### src/rtl/mdu_pkg.sv
// Shared definitions for the iterative multiply/divide unit: op codes, FSM states
// and the per-operation iteration count.
package mdu_pkg;

    typedef enum logic [1:0] {
        OP_MULT  = 2'b00,
        OP_MULTU = 2'b01,
        OP_DIV   = 2'b10,
        OP_DIVU  = 2'b11
    } op_e;

    typedef enum logic [1:0] {
        IDLE = 2'b00,
        PREP = 2'b01,
        CALC = 2'b10,
        DONE = 2'b11
    } state_e;

    // Multiply retires mul_step bits per cycle; restoring divide retires one.
    function automatic int unsigned iter_count(input op_e op, input int unsigned width,
                                               input int unsigned mul_step);
        if (op == OP_DIV || op == OP_DIVU) begin
            return width;
        end
        return width / mul_step;
    endfunction

endpackage

### src/rtl/mdu_div_step.sv
// One restoring-division step: shift in a dividend bit, trial-subtract the divisor,
// keep the difference only when it does not go negative.
module mdu_div_step #(
    parameter int unsigned WIDTH = 32
) (
    input  logic [WIDTH-1:0] rem,
    input  logic             dvd_bit,
    input  logic [WIDTH-1:0] divisor,
    output logic [WIDTH-1:0] rem_next,
    output logic             q_bit
);

    logic [WIDTH:0] shifted;
    logic [WIDTH:0] diff;

    // rem < divisor always holds, so shifted fits WIDTH+1 bits and diff's MSB is the borrow.
    always_comb begin
        shifted  = {rem, dvd_bit};
        diff     = shifted - {1'b0, divisor};
        q_bit    = ~diff[WIDTH];
        rem_next = q_bit ? diff[WIDTH-1:0] : shifted[WIDTH-1:0];
    end

endmodule

### src/rtl/mdu_iter.sv
// Iterative multiply/divide unit with start/busy/done handshake, flush and
// defined divide-by-zero results; drives HI/LO write data.
//
// state | meaning
// IDLE  | waiting for start
// PREP  | take operand magnitudes, record result signs, load iteration counter
// CALC  | one multiply chunk or one divide bit per cycle
// DONE  | results registered, done_o pulsing; a new start is accepted here
module mdu_iter
    import mdu_pkg::*;
#(
    parameter int unsigned WIDTH    = 32,
    parameter int unsigned MUL_STEP = 4
) (
    input  logic             clk,
    input  logic             rst,
    input  logic             start_i,
    input  logic [1:0]       op_i,
    input  logic [WIDTH-1:0] a_i,
    input  logic [WIDTH-1:0] b_i,
    input  logic             flush_i,
    output logic             busy_o,
    output logic             done_o,
    output logic [WIDTH-1:0] hi_o,
    output logic [WIDTH-1:0] lo_o,
    output logic             dbz_o
);

    localparam int unsigned CW = (WIDTH > 2) ? $clog2(WIDTH) : 1;
    localparam int unsigned PW = WIDTH + MUL_STEP;

    state_e             state;
    op_e                op_q;
    logic [WIDTH-1:0]   a_q, b_q, opnd_q;
    logic [2*WIDTH-1:0] prod;
    logic [CW-1:0]      cnt;
    logic               neg_q, rem_neg_q;

    logic               is_div, is_signed;
    logic [WIDTH-1:0]   a_abs, b_abs;
    logic [PW-1:0]      mul_sum;
    logic [2*WIDTH+MUL_STEP-1:0] mul_wide;
    logic [2*WIDTH-1:0] mul_next, mul_fix, div_next, step_next;
    logic [WIDTH-1:0]   rem_next, res_hi, res_lo;
    logic               q_bit;

    mdu_div_step #(.WIDTH(WIDTH)) u_div_step (
        .rem      (prod[2*WIDTH-1:WIDTH]),
        .dvd_bit  (prod[WIDTH-1]),
        .divisor  (opnd_q),
        .rem_next (rem_next),
        .q_bit    (q_bit)
    );

    // prod holds {accumulator, multiplier} for multiply and {remainder, dividend/quotient} for divide.
    always_comb begin
        is_div    = (op_q == OP_DIV) || (op_q == OP_DIVU);
        is_signed = (op_q == OP_MULT) || (op_q == OP_DIV);
        a_abs     = (is_signed && a_q[WIDTH-1]) ? -a_q : a_q;
        b_abs     = (is_signed && b_q[WIDTH-1]) ? -b_q : b_q;
        mul_sum   = PW'(prod[2*WIDTH-1:WIDTH]) + PW'(opnd_q) * PW'(prod[MUL_STEP-1:0]);
        mul_wide  = {mul_sum, prod[WIDTH-1:0]} >> MUL_STEP;
        mul_next  = mul_wide[2*WIDTH-1:0];
        mul_fix   = neg_q ? -mul_next : mul_next;
        div_next  = {rem_next, prod[WIDTH-2:0], q_bit};
        step_next = is_div ? div_next : mul_next;
        if (is_div) begin
            res_hi = rem_neg_q ? -div_next[2*WIDTH-1:WIDTH] : div_next[2*WIDTH-1:WIDTH];
            res_lo = neg_q ? -div_next[WIDTH-1:0] : div_next[WIDTH-1:0];
        end else begin
            res_hi = mul_fix[2*WIDTH-1:WIDTH];
            res_lo = mul_fix[WIDTH-1:0];
        end
    end

    always_ff @(posedge clk or negedge rst) begin
        if (!rst) begin
            state     <= IDLE;
            op_q      <= OP_MULT;
            a_q       <= '0;
            b_q       <= '0;
            opnd_q    <= '0;
            prod      <= '0;
            cnt       <= '0;
            neg_q     <= 1'b0;
            rem_neg_q <= 1'b0;
            busy_o    <= 1'b0;
            done_o    <= 1'b0;
            hi_o      <= '0;
            lo_o      <= '0;
            dbz_o     <= 1'b0;
        end else begin
            done_o <= 1'b0;
            if (flush_i) begin
                state  <= IDLE;
                busy_o <= 1'b0;
            end else begin
                case (state)
                    IDLE, DONE: begin
                        if (start_i) begin
                            state  <= PREP;
                            busy_o <= 1'b1;
                            op_q   <= op_e'(op_i);
                            a_q    <= a_i;
                            b_q    <= b_i;
                        end else begin
                            state <= IDLE;
                        end
                    end
                    PREP: begin
                        neg_q     <= is_signed && (a_q[WIDTH-1] ^ b_q[WIDTH-1]);
                        rem_neg_q <= is_signed && a_q[WIDTH-1];
                        opnd_q    <= is_div ? b_abs : a_abs;
                        prod      <= {{WIDTH{1'b0}}, (is_div ? a_abs : b_abs)};
                        cnt       <= CW'(iter_count(op_q, WIDTH, MUL_STEP) - 1);
                        if (is_div && b_q == '0) begin
                            state  <= DONE;
                            busy_o <= 1'b0;
                            done_o <= 1'b1;
                            hi_o   <= a_q;
                            lo_o   <= '1;
                            dbz_o  <= 1'b1;
                        end else begin
                            state <= CALC;
                        end
                    end
                    CALC: begin
                        prod <= step_next;
                        if (cnt == '0) begin
                            state  <= DONE;
                            busy_o <= 1'b0;
                            done_o <= 1'b1;
                            hi_o   <= res_hi;
                            lo_o   <= res_lo;
                            dbz_o  <= 1'b0;
                        end else begin
                            cnt <= cnt - CW'(1);
                        end
                    end
                    default: state <= IDLE;
                endcase
            end
        end
    end

endmodule

### config.mk
export PLATFORM = sky130hd
export DESIGN_NAME = mdu_iter
export DESIGN_NICKNAME = d
export VERILOG_FILES = /design/src/rtl/mdu_pkg.sv /design/src/rtl/mdu_div_step.sv /design/src/rtl/mdu_iter.sv
export SDC_FILE = /design/constraint.sdc
export NUM_CORES = 1
export LEC_CHECK = 0
export CORE_ASPECT_RATIO = 1.5
export CORE_MARGIN = 2
export CORE_UTILIZATION = 30
export DETAILED_ROUTE_END_ITERATION = 12
export GPL_TIMING_DRIVEN = 0
export PLACE_DENSITY = 0.48
export SYNTH_ARGS = -nofsm -noshare
export SYNTH_HDL_FRONTEND = slang
export SYNTH_SLANG_ARGS = --single-unit
### constraint.sdc
create_clock -name clk -period 8.25 [get_ports clk]
set_input_delay 0.825 -clock clk [delete_from_list [all_inputs] [get_ports clk]]
set_output_delay 0.825 -clock clk [all_outputs]
set_load 0.03 [all_outputs]
== Word-level counts from Yosys, hierarchy flattened ==
Index checks and enable logic that the tools add are counted.

* Register bits after elaboration: 238
* Bits of input ports: 70
* Output and inout bits: 67

* $add $sub $neg: 9
* Multipliers: 1
* Eq/ne operators: 11
* Multiplexer cells: 42
* Bitwise gates (word level): 3
* Reductions and logical operators: 18

{| class="wikitable"
|+ Operators by type and width
! operator !! count
|-
| $mux 32 || 13
|-
| $mux 64 || 2
|-
| $neg 32->32 || 4
|-
| $pmux 32 s2 || 2
|-
| $pmux 64 s2 || 1
|-
| $neg 64->64 || 1
|-
| $add 32x36->36 || 1
|-
| $mul 32x4->36 || 1
|-
| $sub 33x32->33 || 1
|-
| $logic_not 32->1 || 1
|-
| $mux 5 || 4
|-
| $mux 1 || 13
|-
| $pmux 5 s2 || 1
|-
| $sub 5x1->5 const B || 2
|-
| $ne 3x3->1 const B || 3
|-
| $reduce_and 3->1 || 3
|-
| $eq 2x2->1 const B || 4
|-
| $ne 2x2->1 const B || 3
|-
| $pmux 2 s3 || 1
|-
| $logic_not 5->1 || 1
|-
| $logic_and 1x1->1 || 4
|-
| $logic_not 2->1 || 2
|-
| $mux 2 || 2
|-
| $pmux 1 s2 || 2
|-
| other kinds (9) || 12
|}

== Depth between registers and ports, before layout ==
Gate-level depths: netlist (run 1).

* Depth after elaboration: 10
* Gate-level depth with buffers: 24

== Modules after synthesis ==
From an unflattened synthesis (run 1), not the netlist that was laid out.

* Cell total of the unflattened synthesis: 2,757
* Area, all modules: 22,927.0 µm²

{| class="wikitable"
|+ Modules (own cells, without submodules)
! module !! times used !! cells an instance !! area an instance (µm²)
|-
| mdu_iter || 1 || 2,452 || 20,568.5
|-
| mdu_div_step || 1 || 305 || 2,358.5
|}

== Worst setup path after synthesis (run 1) ==
OpenSTA, ideal clock, no wires.

* Path type: register to register
* From: reg prod[1]
* To: reg hi_o[29]
* Data arrival time: 5.728 ns
* Path slack: 2.396 ns
* Cell stages (with the launch flop): 23
* Buffers on the path: 4
* Cell sequence: dfrtp_1 clkbuf_1 clkbuf_1 and2_1 fa_1 fa_1 inv_1 fa_1 inv_1 ha_1 clkbuf_1 a21oi_1 o22ai_1 a311oi_1 nand2_1 xnor2_1 and4_1 clkbuf_1 nand3_1 nor4_2 mux2i_1 o311ai_0 o32a_1

* Word-level cells in the longest chain between the ends: 7

{| class="wikitable"
|+ RTL lines
! element !! line !! source
|-
| from (decl) || mdu_iter.sv:35 || <nowiki>logic [2*WIDTH-1:0] prod;</nowiki>
|-
| from (signal assigned) || mdu_iter.sv:114 || <nowiki>prod <= {{WIDTH{1'b0}}, (is_div ? a_abs : b_abs)};</nowiki>
|-
| from (signal assigned) || mdu_iter.sv:128 || <nowiki>prod <= step_next;</nowiki>
|-
| $mul 32x4->36 (*) || mdu_iter.sv:61 || <nowiki>mul_sum = PW'(prod[2*WIDTH-1:WIDTH]) + PW'(opnd_q) * PW'(prod[MUL_STEP-1:0]);</nowiki>
|-
| $add 32x36->36 (*) || mdu_iter.sv:61 ||
|-
| $neg 64->64 || mdu_iter.sv:64 || <nowiki>mul_fix = neg_q ? -mul_next : mul_next;</nowiki>
|-
| $mux 64 (*) || mdu_iter.sv:64 ||
|-
| $mux 32 (*) || mdu_iter.sv:67 || <nowiki>if (is_div) begin</nowiki>
|-
| $mux 32 (*) || mdu_iter.sv:129 || <nowiki>if (cnt == '0) begin</nowiki>
|-
| $pmux 32 s2 (*) || mdu_iter.sv:98 || <nowiki>case (state)</nowiki>
|-
| to (signal assigned) || mdu_iter.sv:120 || <nowiki>hi_o <= a_q;</nowiki>
|-
| to (signal assigned) || mdu_iter.sv:133 || <nowiki>hi_o <= res_hi;</nowiki>
|-
| to (decl) || mdu_iter.sv:24 || <nowiki>output logic [WIDTH-1:0] hi_o,</nowiki>
|}

Every way passes the cells marked *; elsewhere a longest branch is shown, timed or not. The select of a mux whose other input is x is not followed.
A chain may end at the register's enable or synchronous reset.

== Worst setup path after layout (run 1) ==
* From: reg prod[2]
* To: reg hi_o[29]

Same word-level chain as after synthesis.

==> results of run 1 <==
[timing repair]
action                                  CTS  global route
gates resized for setup                   5             8
endpoints found under the setup margin   11             9
pin swaps                                 0             1
setup buffers                             0             3
[worst reg2reg max path: stages (launching register included)]
cell and delay (ps):
dfrtp_1 880, clkbuf_2 580, nand2_1 160, fa_1 520
fa_1 520, fa_1 510, inv_1 40, ha_1 230
a211oi_1 520, o21a_1 350, a211oi_1 180, o21ai_0 630
xor2_1 600, and4_1 280, clkbuf_1 270, nand3_1 280
nor4_2 520, mux2i_1 250, o311ai_0 150, o32a_1 380
[how the worst max path moves through the flow]
stage	start	to
2_1_floorplan	prod[1]	hi_o[29]
3_3_place_gp	rst	opnd_q[27]
3_5_place_dp	prod[1]	hi_o[29]
4_1_cts	prod[3]	hi_o[29]
5_1_grt	prod[3]	hi_o[29]
6_report	prod[2]	hi_o[29]
[state kept, by name (all words and copies together), names as in the netlist]
register / flops
done_o: 1
neg_q: 1
dbz_o: 1
cnt: 5
lo_o: 32
state: 2
prod: 64
hi_o: 32
opnd_q: 32
busy_o: 1
b_q: 32
a_q: 32
op_q: 2
rem_neg_q: 1
[kinds of logic after synthesis]
kind of cell	synth area share, %
adders and majority gates	12.2
muxes	7.65
xor gates and xnor gates	7.33
and+or+nand+nor	20.5
AOI/OAI and AO/OA	20.9
buffers and inverters	6.50
DFF	25.0
[stage by stage]
| step | instance area (sq um) | TNS (ps) |
|---|---|---|
| 6_report | 27400 | 0 |
| 3_3_place_gp | 26400 | -1146350 |
| 4_1_cts | 27400 | 0 |
| 5_1_grt | 27400 | 0 |
| 2_1_floorplan | 23800 | 0 |
| 3_5_place_dp | 26500 | -2490 |
[final cells by class]
class / count / area, sq um
flip-flops and latches: 238 / 5960
inverters: 223 / 837
repair buffers: 140 / 1430
diodes: 1 / 2.50
well taps: 1024 / 1280
multi-input cells: 2324 / 16300
clock inverters: 15 / 248
clock buffers: 29 / 671
plain buffers: 182 / 703
fillers: 8353 / 51200
[synthesized netlist by cell type, types with 8 or more instances]
master / instances
nor2_1: 306
nand2_1: 303
dfrtp_1: 238
a21oi_1: 232
inv_1: 218
o21ai_0: 194
clkbuf_1: 155
xnor2_1: 109
and2_1: 102
fa_1: 92
xor2_1: 90
mux2_2: 87
ha_1: 84
nor3_1: 51
mux2i_1: 48
nand3_1: 43
o211ai_1: 37
a31oi_1: 31
o31ai_1: 31
or3_1: 29
nand4_1: 27
o22ai_1: 27
nor4_1: 25
nand2b_1: 24
a21o_1: 21
o41ai_1: 21
and3_1: 20
a211oi_1: 19
buf_1: 19
o21a_1: 17
mux4_2: 16
nor2b_1: 16
o21ai_1: 16
or4_1: 15
or2_2: 13
buf_2: 11
o2111ai_1: 10
a22oi_1: 8
nor3b_1: 8
[per-layer routing]
| layer | track usage, % | vias up | part of all wire [%] |
|---|---|---|---|
| met5 | 0 | - | 0.011 |
| li1 | - | 10800 | - |
| met2 | 48.9 | 1038 | 49 |
| met1 | 30.3 | 11800 | 36 |
| met3 | 2.99 | 355 | 5.3 |
| met4 | 23.3 | 2 | 9.8 |
==> out/results.tsv, run 1 <==
metric	value	unit
clock_latency	600	ps
cts_buffers	25	
htree_num_levels	1	
grt_use_total	28.0	%
cts_tree	built	
crit_fanout	10	
antenna_left	0	
fin_crit	7950	ps
regToRegStartpoint	prod[2]	
synth_top_area_cell	dfrtp_1	
grt_pass1_wl	166000	um
core-area	0.0787	sq mm
clockBufferDepth	3	
drt_iter0_markers	2022	
final_common_cell	nor2_1	
setup_viol	0	
synth.avg_cell_area	8.01	sq um
cts.hold.buffers_added	0	
path_cells	clkbuf_2, nand2_1, fa_1, fa_1, fa_1, inv_1, ha_1, a211oi_1, o21a_1, a211oi_1, o21ai_0, xor2_1, and4_1, clkbuf_1, nand3_1, nor4_2, mux2i_1, o311ai_0, o32a_1	
synth.distinct_cells	93	
syn_area	0.0238	sq mm
synth_flop_cell	dfrtp_1	
async_flop_share	100	%
clock-sinks	238	
die_h	349	um
end_kind	register	
gp_congestion	1.03	
chipWidth	234	um
crit_path_start_kind	register	
dp_cells	4131	
port_buffers	135	
layout-drive-gt1-share	6.76	%
most-common-layout-cells	nor2_1, nand2_1, dfrtp_1	
grt_max_degree	90	
tightest_slew	1440	ps
max_stage_delay	880	ps
synthCells	2970	
path_class	reg2reg	
path_clk_slew	80	ps
ys_seq_area_share	25.0	%
required	8740	ps
first_global_vias	24000	
hold_class	in2async	
start_util	30.2	%
slew_headroom	3.81	%
drv_slew	0	
pre_cts_ws	-506	ps
outcome	finished clean	
path_depth	19	
max_freq	0.126	GHz
wire_per_inst	27.6	um
dp_hpwl	94300	um
synth_area_leaders	dfrtp_1, fa_1, a21oi_1	
dr.pass1.iters	8	
antenna_found_initial	4	
wl	115000	um
critPathTopFamily	compound AO/OA/AOI/OAI gates	
drv_cap	0	
worst_slack	304	ps
synthesis.nets	3216	
yosysWarnings	0	
critPathSlowestCell	dfrtp_1	
rows	126	
rr_endpoint	hi_o[29]	
synth_edf_count	0	
holdWs	274	ps
yosys.area.top_type_share	25.0	%
rrSetupSlack	300	ps
reg2reg_depth	19	
vias	23900	
die-area	0.0816	sq mm
via_per_inst	5.73	
finalHoldViolations	0	
skew	28.7	ps
clockRootBuffer	clkbuf_16	
crit_arrival	8440	ps
ys_ff_latch	238	
nets	3380	
fin_cells	4176	
rsz0062_at_grt	false	
fin_util	34.9	%
path_buf_inv	3	
syn2layout_area_growth	15.4	%
cpMostUsedCell	fa_1	
ioPinCount	137	
grt_overflow_total	0	
drc	0	
period_share	96.3	%
Power of run 1 is not shown: default switching activity piles up to over one toggle a cycle in this logic, so the estimate is an artifact.
==> inputs of run 2 (changes only) <==
==> constraint.sdc (replaced) <==
create_clock -name clk -period 9.2 [get_ports clk]
set_input_delay 0.92 -clock clk [delete_from_list [all_inputs] [get_ports clk]]
set_output_delay 0.92 -clock clk [all_outputs]
set_load 0.03 [all_outputs]
==> out/results.tsv, run 2 (same netlist as run 1, synthesis figures left out) <==
metric	value	unit
rows	126	
dr.pass1.iters	6	
tightest_slew	1430	ps
die_h	349	um
crit_fanout	10	
drv_cap	0	
antenna_found_initial	4	
chipWidth	234	um
port_buffers	135	
via_per_inst	5.69	
crit_arrival	9470	ps
cts_tree	built	
clockBufferDepth	3	
wl	115000	um
hold_class	in2async	
clock_latency	600	ps
post_cts_buffers	0	
largest_register_ff_count	64	
start_util	30.2	%
ioPinCount	137	
fin_crit	8930	ps
crit_path_start_kind	register	
outcome	finished clean	
grt_pass1_wl	166000	um
most-common-layout-cells	nor2_1, nand2_1, dfrtp_1	
dp_hpwl	94300	um
final_common_cell	nor2_1	
skew	26.0	ps
period_share	97.1	%
grt_use_total	28.1	%
n_antenna_cell	0	
cts_resized	0	
top_register	prod	
first_global_vias	24000	
core-area	0.0787	sq mm
end_kind	register	
setup_viol	0	
clockRootBuffer	clkbuf_16	
die-area	0.0816	sq mm
drc	0	
required	9740	ps
path_class	reg2reg	
syn2layout_area_growth	15.2	%
max_freq	0.112	GHz
layout-drive-gt1-share	6.35	%
htree_num_levels	1	
slew_headroom	4.25	%
drv_slew	0	
cts_buffers	25	
grt_overflow_total	0	
finalHoldViolations	0	
fin_util	34.8	%
nFillCells	8352	
grt_max_degree	90	
vias	23800	
clock-sinks	238	
rsz0062_at_grt	false	
path_clk_slew	70	ps
wire_per_inst	27.5	um
antenna_left	0	
reg2reg_depth	19	
nets	3380	
drt_iter0_markers	1983	
gp_congestion	1.03	
cts.hold.buffers_added	0	
[run 2: cell types whose count changed in the layout (fill, tap and decap cells not counted), sizes merged]
cell	change
clkbuf	+3
buf	-3
diode	-1
[run 2: worst max-delay path: stages (launching register included)]
cell,delay [ps]
dfrtp_1,320
clkbuf_1,930
clkbuf_1,950
nand2_1,170
fa_1,550
fa_1,460
fa_1,500
inv_1,40
ha_1,370
o21ai_0,420
a21oi_1,220
o21a_1,290
o311ai_1,740
o221ai_1,570
nor4b_2,650
nand4_1,390
a21oi_1,270
nor3_1,90
nor4b_1,730
a211o_1,180
[run 2: area by class of cell]
cell class              instances  area (sq um)  share of cell area (%)
multi-input cells            2324         16300                    59.4
flip-flops and latches        238          5960                    21.7
repair buffers                137          1410                    5.15
well taps                    1024          1280                    4.68
inverters                     223           837                    3.05
plain buffers                 185           708                    2.58
clock buffers                  29           671                    2.45
clock inverters                15           248                   0.904
[run 2: stage by stage]
| step | std cells | hold slack (ps) | TNS, ps | instance area, sq um | setup slack [ps] |
|---|---|---|---|---|---|
| 2_1_floorplan | 2970 | 464 | 0 | 23800 | 3350 |
| 3_3_place_gp | 4129 | 466 | -940250 | 26400 | -4000 |
| 3_5_place_dp | 4131 | 476 | 0 | 26500 | 444 |
| 4_1_cts | 4175 | 405 | 0 | 27400 | 420 |
| 5_1_grt | 4175 | 417 | 0 | 27400 | 59.4 |
| 6_report | 4175 | 367 | 0 | 27400 | 265 |
[run 2: path summary, 6_finish.rpt]
| kind | endpoint | start | slack, ps |
|---|---|---|---|
| max | hi_o[20] | prod[2] | 270 |
| min | hi_o[3] | rst | 370 |
| max reg2reg | hi_o[20] | prod[2] | 270 |
| min reg2reg | dbz_o | dbz_o | 490 |
| max in group asynchronous | b_q[31] | rst | 7540 |
| min in group clk | dbz_o | dbz_o | 490 |
[run 2: routing by layer]
metal  vias up  track usage, %  routed length, um
met4         4            23.1              11400
li1      10700               -                  -
met2       969            49.0              56700
met3       367            3.13               5380
met1     11700            30.3              41500
met5         -               0                 30
Power of run 2 is left out for the same reason.
==> inputs of run 3 (changes only) <==
--- a/config.mk
+++ b/config.mk
@@ -11,6 +11,7 @@
 export DETAILED_ROUTE_END_ITERATION = 12
 export GPL_TIMING_DRIVEN = 0
 export PLACE_DENSITY = 0.48
+export SETUP_SLACK_MARGIN = 0.5
 export SYNTH_ARGS = -nofsm -noshare
 export SYNTH_HDL_FRONTEND = slang
 export SYNTH_SLANG_ARGS = --single-unit
==> out/results.tsv, run 3 (same netlist as run 1, synthesis figures left out) <==
metric	value	unit
grt_pass1_wl	166000	um
via_per_inst	5.71	
vias	23800	
first_global_vias	24000	
end_kind	register	
hold_class	in2async	
port_buffers	135	
max_freq	0.119	GHz
clock-sinks	238	
antenna_left	0	
die_h	349	um
rsz0062_at_grt	false	
layout-drive-gt1-share	6.54	%
cts_buffers	25	
outcome	complete, but fails checks	
crit_path_start_kind	register	
syn2layout_area_growth	15.3	%
drv_cap	1	
setup_viol	0	
largest_register_ff_count	64	
dp_hpwl	94300	um
htree_num_levels	1	
die-area	0.0816	sq mm
required	9690	ps
max_stage_delay	760	ps
drt_iter0_markers	2048	
cts_tree	built	
seq_area	0.00596	sq mm
fin_crit	8410	ps
n_antenna_cell	0	
clockRootBuffer	clkbuf_16	
post_cts_buffers	0	
nets	3380	
grt_overflow_total	0	
rows	126	
finalHoldViolations	0	
antenna_found_initial	3	
crit_arrival	8900	ps
path_class	reg2reg	
crit_fanout	10	
finalSetupTns	0	ps
clockBufferDepth	3	
violations	capacitance limit	
gp_congestion	1.03	
start_util	30.2	%
path_clk_slew	80	ps
ioPinCount	137	
top_register	prod	
clock_latency	610	ps
drc	0	
top_usage_layer	met2	
grt_use_total	28.1	%
dr.pass1.iters	8	
chipWidth	234	um
grt_use_met2	48.8	%
tightest_slew	1470	ps
globalRouteMet3Util	3.24	%
drv_slew	0	
final_common_cell	nor2_1	
multi_input_area	0.0163	sq mm
wl	115000	um
period_share	91.4	%
most-common-layout-cells	nor2_1, nand2_1, dfrtp_1	
grt_max_degree	90	
skew	30.3	ps
path_cells	clkbuf_1, clkbuf_1, and2_1, fa_1, fa_1, inv_1, fa_1, inv_1, ha_1, clkbuf_1, nand2_1, o21ai_0, a22o_1, o21ai_0, and2_1, o211ai_1, nand3_1, nor4_2, mux2i_1, o311ai_0, o32a_1	
critPathSlowestCell	o211ai_1	
core-area	0.0787	sq mm
nFillCells	8351	
use_met1	30.3	%
slew_headroom	1.41	%
wire_per_inst	27.6	um
-- run 3: cell type report --
class	count	share of cell area [%]
repair buffers	137	5.15
flip-flops and latches	238	21.7
clock inverters	15	0.903
plain buffers	185	2.60
well taps	1024	4.67
multi-input cells	2324	59.5
inverters	223	3.05
clock buffers	29	2.45
-- run 3: final timing paths --
path / cells past startpoint / slack (ps) / startpoint / to
worst max-delay path: 21 / 790 / prod[3] / hi_o[29]
worst min-delay path: 1 / 370 / rst / hi_o[0]
worst max register to register: 21 / 790 / prod[3] / hi_o[29]
worst min register to register: 1 / 490 / dbz_o / dbz_o
max in group asynchronous: 3 / 7560 / rst / b_q[31]
min in group clk: 1 / 490 / dbz_o / dbz_o
-- run 3: per-stage QoR --
| stage | hold slack [ps] | setup slack, ps | cells | util, % | area (sq um) |
|---|---|---|---|---|---|
| 6_report | 369 | 788 | 4175 | 34.9 | 27400 |
| 5_1_grt | 417 | 542 | 4175 | 34.9 | 27400 |
| 4_1_cts | 405 | 601 | 4175 | 34.8 | 27400 |
| 3_5_place_dp | 476 | 444 | 4131 | 33.7 | 26500 |
| 3_3_place_gp | 466 | -4000 | 4129 | 33.6 | 26400 |
| 2_1_floorplan | 464 | 3350 | 2970 | - | 23800 |
-- run 3: repair_timing --
action | in CTS | in global routing
hold buffers | 0 | 0
resized for setup | 1 | 12
setup endpoints to repair | 2 | 9
-- run 3: per-layer routing --
layer	wire [um]	part of all wire [%]
met5	40	0.035
met4	11700	10
met3	5850	5.1
met2	56300	49
met1	41300	36
-- run 3: critical path: cells and delay by family, from the launching register on --
family	cells	cell delay, ps
AO/OA/AOI/OAI	6	2570
adder cells (fa/ha/maj)	4	1710
buffers and inverters	5	1860
flip-flops	1	360
multiplexers	1	260
AND/OR/NAND/NOR	5	1540
Power of run 3 is left out for the same reason.
